### src/rtl/wshb_arb_pkg.sv
// ---------------------------------------------------------------------------
// wshb_arb_pkg
// Shared types and constants for the two-master Wishbone classic arbiter.
//   arb_state_t : grant FSM state (idle, owned by a master, draining a master)
//   CTI_*       : Wishbone cycle-type identifiers the arbiter cares about
// ---------------------------------------------------------------------------
package wshb_arb_pkg;

  typedef enum logic [2:0] {
    IDLE   = 3'd0,
    OWN0   = 3'd1,
    OWN1   = 3'd2,
    DRAIN0 = 3'd3,
    DRAIN1 = 3'd4
  } arb_state_t;

  localparam logic [2:0] CTI_CLASSIC = 3'b000;
  localparam logic [2:0] CTI_INCR    = 3'b010;
  localparam logic [2:0] CTI_EOB     = 3'b111;

endpackage

### src/rtl/wshb_arb_quantum.sv
// ---------------------------------------------------------------------------
// wshb_arb_quantum
// Counts the acks the current owner collects while the other master waits,
// and raises preempt on the ack that brings the count to QUANTUM, provided
// that ack closes a transfer (classic or end-of-burst cycle type).
// Ports:
//   clk, rst   : clock, synchronous active-high reset
//   active     : a master currently owns the slave (OWN0/OWN1)
//   ack        : slave ack
//   other_req  : the non-owning master holds cyc
//   cti        : owner's cycle-type identifier
//   preempt    : combinational, valid in the cycle of the triggering ack
// ---------------------------------------------------------------------------
module wshb_arb_quantum
  import wshb_arb_pkg::*;
#(
  parameter int QUANTUM = 64
) (
  input  logic       clk,
  input  logic       rst,
  input  logic       active,
  input  logic       ack,
  input  logic       other_req,
  input  logic [2:0] cti,
  output logic       preempt
);

  localparam int CNT_W = $clog2(QUANTUM + 1);
  localparam logic [CNT_W-1:0] CNT_MAX = CNT_W'(QUANTUM);

  logic [CNT_W-1:0] cnt_q, cnt_d;
  logic             cti_closes;

  // NOTE: every variable written in always_comb gets a default first, so no
  // path leaves it unassigned and no latch is inferred.
  always_comb begin
    cnt_d = cnt_q;
    if (!active || !other_req) begin
      cnt_d = '0;
    end else if (ack && (cnt_q != CNT_MAX)) begin
      cnt_d = cnt_q + 1'b1;
    end
  end

  // Bursts (CTI_INCR) are never split; only a transfer-closing ack may preempt.
  assign cti_closes = (cti == CTI_CLASSIC) || (cti == CTI_EOB);

  // Compare against the post-ack count so preemption follows the QUANTUM-th ack
  // directly; a saturated counter keeps the trigger armed until a closing ack.
  assign preempt = active && other_req && ack && cti_closes && (cnt_d == CNT_MAX);

  always_ff @(posedge clk) begin
    if (rst) begin
      cnt_q <= '0;
    end else begin
      cnt_q <= cnt_d;
    end
  end

endmodule

### src/rtl/wshb_arbiter_2.sv
// ---------------------------------------------------------------------------
// wshb_arbiter_2
// Two-master Wishbone classic arbiter in front of a single slave port.
// Master 0 is the latency-critical display reader, master 1 the pattern
// writer. Round-robin on simultaneous requests, bounded share via quantum
// preemption, one idle/drain cycle on every hand-over, no data buffering.
// Ports:
//   clk, rst        : clock, synchronous active-high reset
//   m0_* / m1_*     : Wishbone master ports (cyc, stb, we, adr, dat_ms, sel,
//                     cti, bte in; dat_sm, ack out)
//   s_*             : Wishbone slave port towards the SDRAM controller
//   grant           : one-hot current owner, 00 when idle
// ---------------------------------------------------------------------------
module wshb_arbiter_2
  import wshb_arb_pkg::*;
#(
  parameter int ADR_W       = 32,
  parameter int DAT_W       = 16,
  parameter int QUANTUM     = 64,
  parameter int START_OWNER = 0
) (
  input  logic               clk,
  input  logic               rst,
  input  logic               m0_cyc,
  input  logic               m0_stb,
  input  logic               m0_we,
  input  logic [ADR_W-1:0]   m0_adr,
  input  logic [DAT_W-1:0]   m0_dat_ms,
  input  logic [DAT_W/8-1:0] m0_sel,
  input  logic [2:0]         m0_cti,
  input  logic [1:0]         m0_bte,
  output logic [DAT_W-1:0]   m0_dat_sm,
  output logic               m0_ack,
  input  logic               m1_cyc,
  input  logic               m1_stb,
  input  logic               m1_we,
  input  logic [ADR_W-1:0]   m1_adr,
  input  logic [DAT_W-1:0]   m1_dat_ms,
  input  logic [DAT_W/8-1:0] m1_sel,
  input  logic [2:0]         m1_cti,
  input  logic [1:0]         m1_bte,
  output logic [DAT_W-1:0]   m1_dat_sm,
  output logic               m1_ack,
  output logic               s_cyc,
  output logic               s_stb,
  output logic               s_we,
  output logic [ADR_W-1:0]   s_adr,
  output logic [DAT_W-1:0]   s_dat_ms,
  output logic [DAT_W/8-1:0] s_sel,
  output logic [2:0]         s_cti,
  output logic [1:0]         s_bte,
  input  logic [DAT_W-1:0]   s_dat_sm,
  input  logic               s_ack,
  output logic [1:0]         grant
);

  localparam logic START_BIT = (START_OWNER != 0);

  arb_state_t state_q;
  logic       last_owner_q;

  logic       own0, own1;
  logic       q_other_req;
  logic [2:0] q_cti;
  logic       preempt;

  assign own0 = (state_q == OWN0);
  assign own1 = (state_q == OWN1);

  assign q_other_req = own0 ? m1_cyc : (own1 ? m0_cyc : 1'b0);
  assign q_cti       = own1 ? m1_cti : m0_cti;

  wshb_arb_quantum #(
    .QUANTUM (QUANTUM)
  ) u_quantum (
    .clk       (clk),
    .rst       (rst),
    .active    (own0 || own1),
    .ack       (s_ack),
    .other_req (q_other_req),
    .cti       (q_cti),
    .preempt   (preempt)
  );

  // NOTE: sequential state is updated with non-blocking assignments only, so
  // every register sees the values from before the clock edge.
  always_ff @(posedge clk) begin
    if (rst) begin
      state_q      <= IDLE;
      last_owner_q <= ~START_BIT;
    end else begin
      case (state_q)
        IDLE: begin
          if (m0_cyc && m1_cyc) begin
            state_q <= last_owner_q ? OWN0 : OWN1;
          end else if (m0_cyc) begin
            state_q <= OWN0;
          end else if (m1_cyc) begin
            state_q <= OWN1;
          end
        end
        // Release has priority over a preemption firing in the same cycle.
        OWN0: begin
          if (!m0_cyc) begin
            state_q      <= IDLE;
            last_owner_q <= 1'b0;
          end else if (preempt) begin
            state_q <= DRAIN0;
          end
        end
        OWN1: begin
          if (!m1_cyc) begin
            state_q      <= IDLE;
            last_owner_q <= 1'b1;
          end else if (preempt) begin
            state_q <= DRAIN1;
          end
        end
        DRAIN0: begin
          state_q      <= OWN1;
          last_owner_q <= 1'b0;
        end
        DRAIN1: begin
          state_q      <= OWN0;
          last_owner_q <= 1'b1;
        end
        default: state_q <= IDLE;
      endcase
    end
  end

  assign grant = {(state_q == OWN1) || (state_q == DRAIN1),
                  (state_q == OWN0) || (state_q == DRAIN0)};

  // Read data is broadcast; only the owner's ack qualifies it.
  assign m0_dat_sm = s_dat_sm;
  assign m1_dat_sm = s_dat_sm;

  // In IDLE and DRAINx the slave port is quiet and stray acks are dropped;
  // a drained master keeps stb asserted and simply waits.
  always_comb begin
    s_cyc    = 1'b0;
    s_stb    = 1'b0;
    s_we     = 1'b0;
    s_adr    = '0;
    s_dat_ms = '0;
    s_sel    = '0;
    s_cti    = '0;
    s_bte    = '0;
    m0_ack   = 1'b0;
    m1_ack   = 1'b0;
    case (state_q)
      OWN0: begin
        s_cyc    = m0_cyc;
        s_stb    = m0_stb;
        s_we     = m0_we;
        s_adr    = m0_adr;
        s_dat_ms = m0_dat_ms;
        s_sel    = m0_sel;
        s_cti    = m0_cti;
        s_bte    = m0_bte;
        m0_ack   = s_ack;
      end
      OWN1: begin
        s_cyc    = m1_cyc;
        s_stb    = m1_stb;
        s_we     = m1_we;
        s_adr    = m1_adr;
        s_dat_ms = m1_dat_ms;
        s_sel    = m1_sel;
        s_cti    = m1_cti;
        s_bte    = m1_bte;
        m1_ack   = s_ack;
      end
      default: ;
    endcase
  end

endmodule

### config.mk
export PLATFORM = sky130hd
export DESIGN_NAME = wshb_arbiter_2
export DESIGN_NICKNAME = d
export VERILOG_FILES = /design/src/rtl/wshb_arb_pkg.sv /design/src/rtl/wshb_arb_quantum.sv /design/src/rtl/wshb_arbiter_2.sv
export SDC_FILE = /design/constraint.sdc
export NUM_CORES = 1
export LEC_CHECK = 0
export CAP_MARGIN = 5
export CORE_AREA = 2 2 89 91
export CTS_CLUSTER_DIAMETER = 50
export CTS_CLUSTER_SIZE = 20
export DETAILED_ROUTE_END_ITERATION = 8
export DIE_AREA = 0 0 91 93
export PLACE_DENSITY = 0.74
export RECOVER_POWER = 100
export SKIP_CTS_REPAIR_TIMING = 1
export SYNTH_ARGS = -nofsm -noshare
export SYNTH_HDL_FRONTEND = slang
export SYNTH_SLANG_ARGS = --single-unit
### constraint.sdc
create_clock -name clk -period 4.6 [get_ports clk]
set_input_delay 0.92 -clock clk [delete_from_list [all_inputs] [get_ports clk]]
set_output_delay 0.92 -clock clk [all_outputs]
set_load 0.01 [all_outputs]
==> results of run 1 <==
[registers in the layout, indices dropped and copies added (netlist names)]
name and count:
last_owner_q 1, state_q 3, u_quantum.cnt_q 7
[cell families (layout without fill, tap and decap cells)]
| group | count (synthesis) | after routing |
|---|---|---|
| flip-flops | 11 | 11 |
| AO/OA/AOI/OAI | 72 | 72 |
| adder cells (fa/ha/maj) | 2 | 2 |
| buffers and inverters | 53 | 193 |
| AND/OR/NAND/NOR | 48 | 48 |
| XOR/XNOR | 10 | 10 |
| multiplexers | 3 | 3 |
[per-stage QoR]
step                area (sq um)  total power (uW)  util [%]
floorplan                   1610               280         -
global placement            3260               489      43.4
detailed placement          3260               495      43.4
CTS                         3310               592      44.0
global route                3290               594      43.7
finish                      3290               557      43.7
[layout by cell type (no fill, tap or decap), types with 3 or more instances in the layout]
cell type and instances:
xor2_1 5, xnor2_1 5, nand3_1 3, inv_1 5, a22o_1 58, nand2_1 5
dlygate4sd3_1 61, mux2i_1 3, nor2_1 20, clkbuf_8 3, dfxtp_1 11, clkdlybuf4s50_1 119
[worst max-delay path: cells and delay by family, from the launching register on]
| family | cells | cell delay, ps |
|---|---|---|
| AOI/OAI and AO/OA | 1 | 210 |
| and+or+nand+nor | 2 | 730 |
| DFF | 1 | 520 |
| buffers and inverters | 2 | 1170 |
[worst max path at each step]
stage	startpoint	endpoint	slack (ps)	depth (start not counted)
2_1_floorplan	state_q[1]	s_bte[0]	2200	6
3_3_place_gp	state_q[0]	m0_ack	1360	5
3_5_place_dp	state_q[0]	m0_ack	1260	5
4_1_cts	state_q[0]	m0_ack	1010	5
5_1_grt	state_q[0]	s_sel[1]	560	5
6_report	state_q[0]	s_we	790	5
[Yosys cell counts, types with 2 or more instances]
cell      instances  area, sq um
and3_1            2         12.5
mux2i_1           3         30.0
nor3_1            2         10.0
nand3_1           3         15.0
a22o_1           58          508
o211ai_1          2         15.0
nor2_1           21         78.8
inv_1             5         18.8
ha_1              2         25.0
and2_1            2         12.5
nand2_1           5         18.8
xor2_1            5         43.8
clkbuf_1          8         30.0
a21oi_1           2         10.0
dfxtp_1          11          220
xnor2_1           5         43.8
o21ai_0           2         10.0
buf_2             6         30.0
buf_4            32          240
buf_1             2         7.51
[power breakdown]
part,internal [uW],switching [uW],total (uW)
Sequential,98.6,5.49,104
Clock,60.7,34.5,95.2
Combinational,223,135,358
Total,383,175,557
[layout make-up]
type / count / area, sq um / share of cell area, %
Inverter: 5 / 18.8 / 0.570
Sequential cell: 11 / 220 / 6.69
Multi-Input combinational cell: 135 / 1050 / 32.0
Timing Repair Buffer: 184 / 1830 / 55.5
Clock buffer: 4 / 45.0 / 1.37
Tap cell: 102 / 128 / 3.88
[per-layer routing]
layer	track usage [%]	routed length, um	share of wire [%]
met1	13.9	2240	35
met2	28.5	3400	53
met3	3.95	688	11
met4	3.28	58	0.91
met5	0	0	0
==> results.py, run 1 <==
metrics = {
    "sta": {
        "fin_setup_tns_ps": 0,
        "min_period_over_period_pct": 82.9,
        "setup_slack_ps": 787,
        "max_slew_margin_pct": 56.3,
        "fin_skew_ps": 6.12,
        "worstMarginPinSlew_ps": 654,
        "fmax_ghz": 0.262,
        "slew_viol_final": 0,
        "fin_hold_ws_ps": 587,
        "hold_viol": 0,
        "rsz0062_at_grt": "no",
        "setup-violations-final": 0,
        "layout_min_cycle_time_ps": 3810,
    },
    "yosys": {
        "synth_edf_count": 0,
        "synth-xor-area-share_pct": 5.46,
        "syn_area_per_cell_sq_um": 8.07,
        "yosysSeqAreaShare_pct": 13.7,
        "synth-simple-area-share_pct": 18.4,
        "syn-num-nets": 336,
        "synth-compound-area-share_pct": 38.7,
        "synth_top_family_by_area": "compound AO/OA/AOI/OAI gates",
        "ys_ff_latch": 11,
        "synthFlopType": "dfxtp_1",
        "synthCells": 199,
        "synthAdderAreaFrac_pct": 1.56,
        "synth_area_sq_mm": 0.00161,
        "yosys_warnings": 0,
        "synth.area.mux_share_pct": 1.87,
        "synth_cell_types": 41,
        "async_flop_share_pct": 0,
    },
    "clocking": {
        "cts_tree": "yes",
        "htree_levels": 1,
        "cts_buffers": 3,
        "clock_sinks": 11,
        "cts.clk_slew.worst_paths_ps": 50,
        "root_buffer": "clkbuf_8",
        "clock_latency_ps": 230,
        "clockBufferDepth": 2,
    },
    "run": {
        "maxCapViolations": 0,
    },
    "power": {
        "power_leakage_uw": 0.00136,
        "ir_drop_uv": 75.7,
        "p_per_area_mw_per_mm2": 169,
    },
    "layout": {
        "fillers": 763,
        "drive_above_1_share_pct": 3.83,
        "final_cells": 441,
        "nets": 477,
        "area_growth_pct": 105,
        "antenna_cells": 0,
    },
    "placed_design": {
        "globalplace.congestion": 0.747,
        "dpl_worst_slack_ps": 1260,
        "dp_hpwl_um": 5490,
        "io_buffers": 180,
        "dp_cells": 437,
    },
    "die": {
        "die_h_um": 93,
        "design.die.area_sq_mm": 0.00846,
        "initial_core_util_pct": 21.3,
        "io_pins": 229,
        "die_w_um": 91,
        "fp.coreArea_sq_mm": 0.00753,
        "rows": 32,
    },
    "critical_path": {
        "path_cells": "nand2b_1 -> nor2_4 -> clkbuf_2 -> a22o_1 -> dlygate4sd3_1",
        "critical_path_class": "reg2out",
        "required_ps": 3680,
        "timing.rr.end": "state_q[1]",
        "cpMaxStageDelayCell": "dlygate4sd3_1",
        "critPathLaunchType": "flop",
        "cpPeakStageDelay_ps": 600,
        "path_max_fanout": 30,
        "end_kind": "output pin",
        "r2r_setup_slack_ps": 2500,
        "ff2ff_path_depth": 6,
        "arrival_ps": 2890,
        "r2r-start": "state_q[1]",
    },
    "worst_hold_path": {
        "worstHoldStart": "u_quantum.cnt_q[1]",
        "hold_path_end": "u_quantum.cnt_q[1]",
        "hp-class": "reg2reg",
        "holdPathStages": 2,
    },
    "routing": {
        "drt_iter0_drc": 37,
        "num_vias": 2066,
        "drc": 0,
        "first_pass_iters": 4,
        "avgRoutedWirePerCell_um": 14.5,
        "via_per_inst": 4.68,
        "ant_nets": 0,
        "routed_wl_um": 6390,
    },
    "grt": {
        "grt-ovfl-total": 0,
        "grt_pass1_wl_um": 9840,
        "antenna_found_initial": 0,
        "grt_pass1_vias": 2052,
        "grt_usage_pct": 14.0,
        "grt_max_degree": 32,
    },
    "run_status": {
        "status": "finished, final reports clean",
    },
}
Note: power is estimated with default switching activity, not from simulation.
==> run 2, diff against run 1 <==
--- a/config.mk
+++ b/config.mk
@@ -6,12 +6,12 @@
 export NUM_CORES = 1
 export LEC_CHECK = 0
 export CAP_MARGIN = 5
-export CORE_AREA = 2 2 89 91
+export CORE_MARGIN = 2
+export CORE_UTILIZATION = 22
 export CTS_CLUSTER_DIAMETER = 50
 export CTS_CLUSTER_SIZE = 20
 export DETAILED_ROUTE_END_ITERATION = 8
-export DIE_AREA = 0 0 91 93
-export PLACE_DENSITY = 0.74
+export PLACE_DENSITY = 0.78
 export RECOVER_POWER = 100
 export SKIP_CTS_REPAIR_TIMING = 1
 export SYNTH_ARGS = -nofsm -noshare
==> constraint.sdc (replaced) <==
create_clock -name clk -period 3.3 [get_ports clk]
set_input_delay 0.66 -clock clk [delete_from_list [all_inputs] [get_ports clk]]
set_output_delay 0.66 -clock clk [all_outputs]
set_load 0.01 [all_outputs]
==> run 2 against run 1 <==
  * Via count shrank 1.8%
  * Clock skew fell by 2.3 ps
  * Power rose by 41%
  * Register-to-register slack lost 1400 ps
  * Worst hold slack worse by 2.5 ps
  * Routed wire length is 3.3% higher
==> results.py, run 2 (same netlist as run 1, synthesis figures left out) <==
metrics = {
    "clocking": {
        "cts_tree": "yes",
        "clock_sinks": 11,
        "cts_buffers": 3,
        "clockBufferDepth": 2,
        "htree_levels": 1,
        "clock_latency_ps": 240,
        "cts.clk_slew.worst_paths_ps": 50,
        "root_buffer": "clkbuf_8",
    },
    "grt": {
        "grt_usage_pct": 15.7,
        "grt-ovfl-total": 0,
        "grt_max_degree": 35,
        "grt_pass1_wl_um": 9680,
        "grt_pass1_vias": 1998,
        "antenna_found_initial": 0,
    },
    "sta": {
        "worstMarginPinSlew_ps": 481,
        "fmax_ghz": 0.346,
        "fin_setup_tns_ps": 0,
        "hold_viol": 0,
        "setup_slack_ps": 412,
        "setup-violations-final": 0,
        "slew_viol_final": 0,
        "fin_hold_ws_ps": 584,
        "fin_skew_ps": 3.84,
        "min_period_over_period_pct": 87.5,
        "max_slew_margin_pct": 67.9,
        "layout_min_cycle_time_ps": 2890,
        "rsz0062_at_grt": "no",
    },
    "critical_path": {
        "critical_path_class": "reg2out",
        "arrival_ps": 2230,
        "critPathLaunchType": "flop",
        "path_max_fanout": 32,
        "required_ps": 2640,
        "end_kind": "output pin",
    },
    "run_status": {
        "status": "finished, final reports clean",
    },
    "routing": {
        "num_vias": 2029,
        "drt_iter0_drc": 101,
        "routed_wl_um": 6600,
        "ant_nets": 0,
        "avgRoutedWirePerCell_um": 15.1,
        "drc": 0,
        "via_per_inst": 4.63,
        "first_pass_iters": 4,
    },
    "worst_hold_path": {
        "hp-class": "reg2reg",
    },
    "power": {
        "ir_drop_uv": 120,
        "p_per_area_mw_per_mm2": 239,
        "power_leakage_uw": 0.00137,
    },
    "layout": {
        "top_register": "u_quantum.cnt_q",
        "post-route-util_pct": 45.8,
        "area_growth_pct": 105,
        "antenna_cells": 0,
        "layout_commonest_cell": "clkdlybuf4s50_1",
        "drive_above_1_share_pct": 4.42,
        "layout_common_cells": "clkdlybuf4s50_1 (119), dlygate4sd3_1 (61), a22o_1 (58)",
        "largest_register_ff_count": 7,
        "nets": 477,
        "reg_top3": "u_quantum.cnt_q: 7 flops, state_q: 3 flops, last_owner_q: 1 flops",
    },
    "placed_design": {
        "dp_hpwl_um": 5740,
        "globalplace.congestion": 0.864,
        "io_buffers": 180,
        "dpl_worst_slack_ps": 642,
    },
    "run": {
        "maxCapViolations": 0,
    },
    "die": {
        "die_w_um": 89.4,
        "fp.coreArea_sq_mm": 0.00718,
        "io_pins": 229,
        "rows": 31,
        "design.die.area_sq_mm": 0.00800,
        "initial_core_util_pct": 22.4,
        "die_h_um": 89.4,
    },
}
[run 2: critical path, stage by stage (launching register included)]
cell and delay, ps:
dfxtp_1 520, nand2b_1 200, nor2_4 120, buf_4 330, a22o_1 180, dlygate4sd3_1 630
[run 2: cell type report]
type                            instances  area (sq um)
Fill cell                             679          3890
Clock inverter                          1          5.00
Inverter                                5          18.8
Tap cell                               99           124
Timing Repair Buffer                  184          1830
Sequential cell                        11           220
Multi-Input combinational cell        135          1040
Clock buffer                            3          41.3
[run 2: where the power goes]
group          switching [uW]  leakage [uW]  internal, uW
clock network            53.4     0.0000255          83.1
registers                7.72     0.0000893           137
logic                     190       0.00126           312
total                     251       0.00137           533
[run 2: per-stage QoR]
stage          power, uW  std cells  area [sq um]
2_1_floorplan        391        199          1610
3_3_place_gp         687        434          3260
3_5_place_dp         693        434          3260
4_1_cts              832        438          3310
5_1_grt              835        438          3290
6_report             784        438          3290
[run 2: metal layers]
| metal | up-vias | GRT usage, % | wire length [um] |
|---|---|---|---|
| li1 | 993 | - | - |
| met1 | 909 | 15.9 | 2400 |
| met2 | 120 | 31.1 | 3530 |
| met3 | 7 | 4.62 | 622 |
| met4 | 0 | 3.53 | 50 |
| met5 | - | 0 | 0 |
[run 2: final timing paths]
kind | startpoint | endpoint | slack, ps | cells past startpoint
worst max-delay path | state_q[0] | s_dat_ms[2] | 410 | 5
worst min-delay path | u_quantum.cnt_q[5] | u_quantum.cnt_q[5] | 580 | 2
worst max register to register | state_q[1] | state_q[1] | 1140 | 6
worst min register to register | u_quantum.cnt_q[5] | u_quantum.cnt_q[5] | 580 | 2
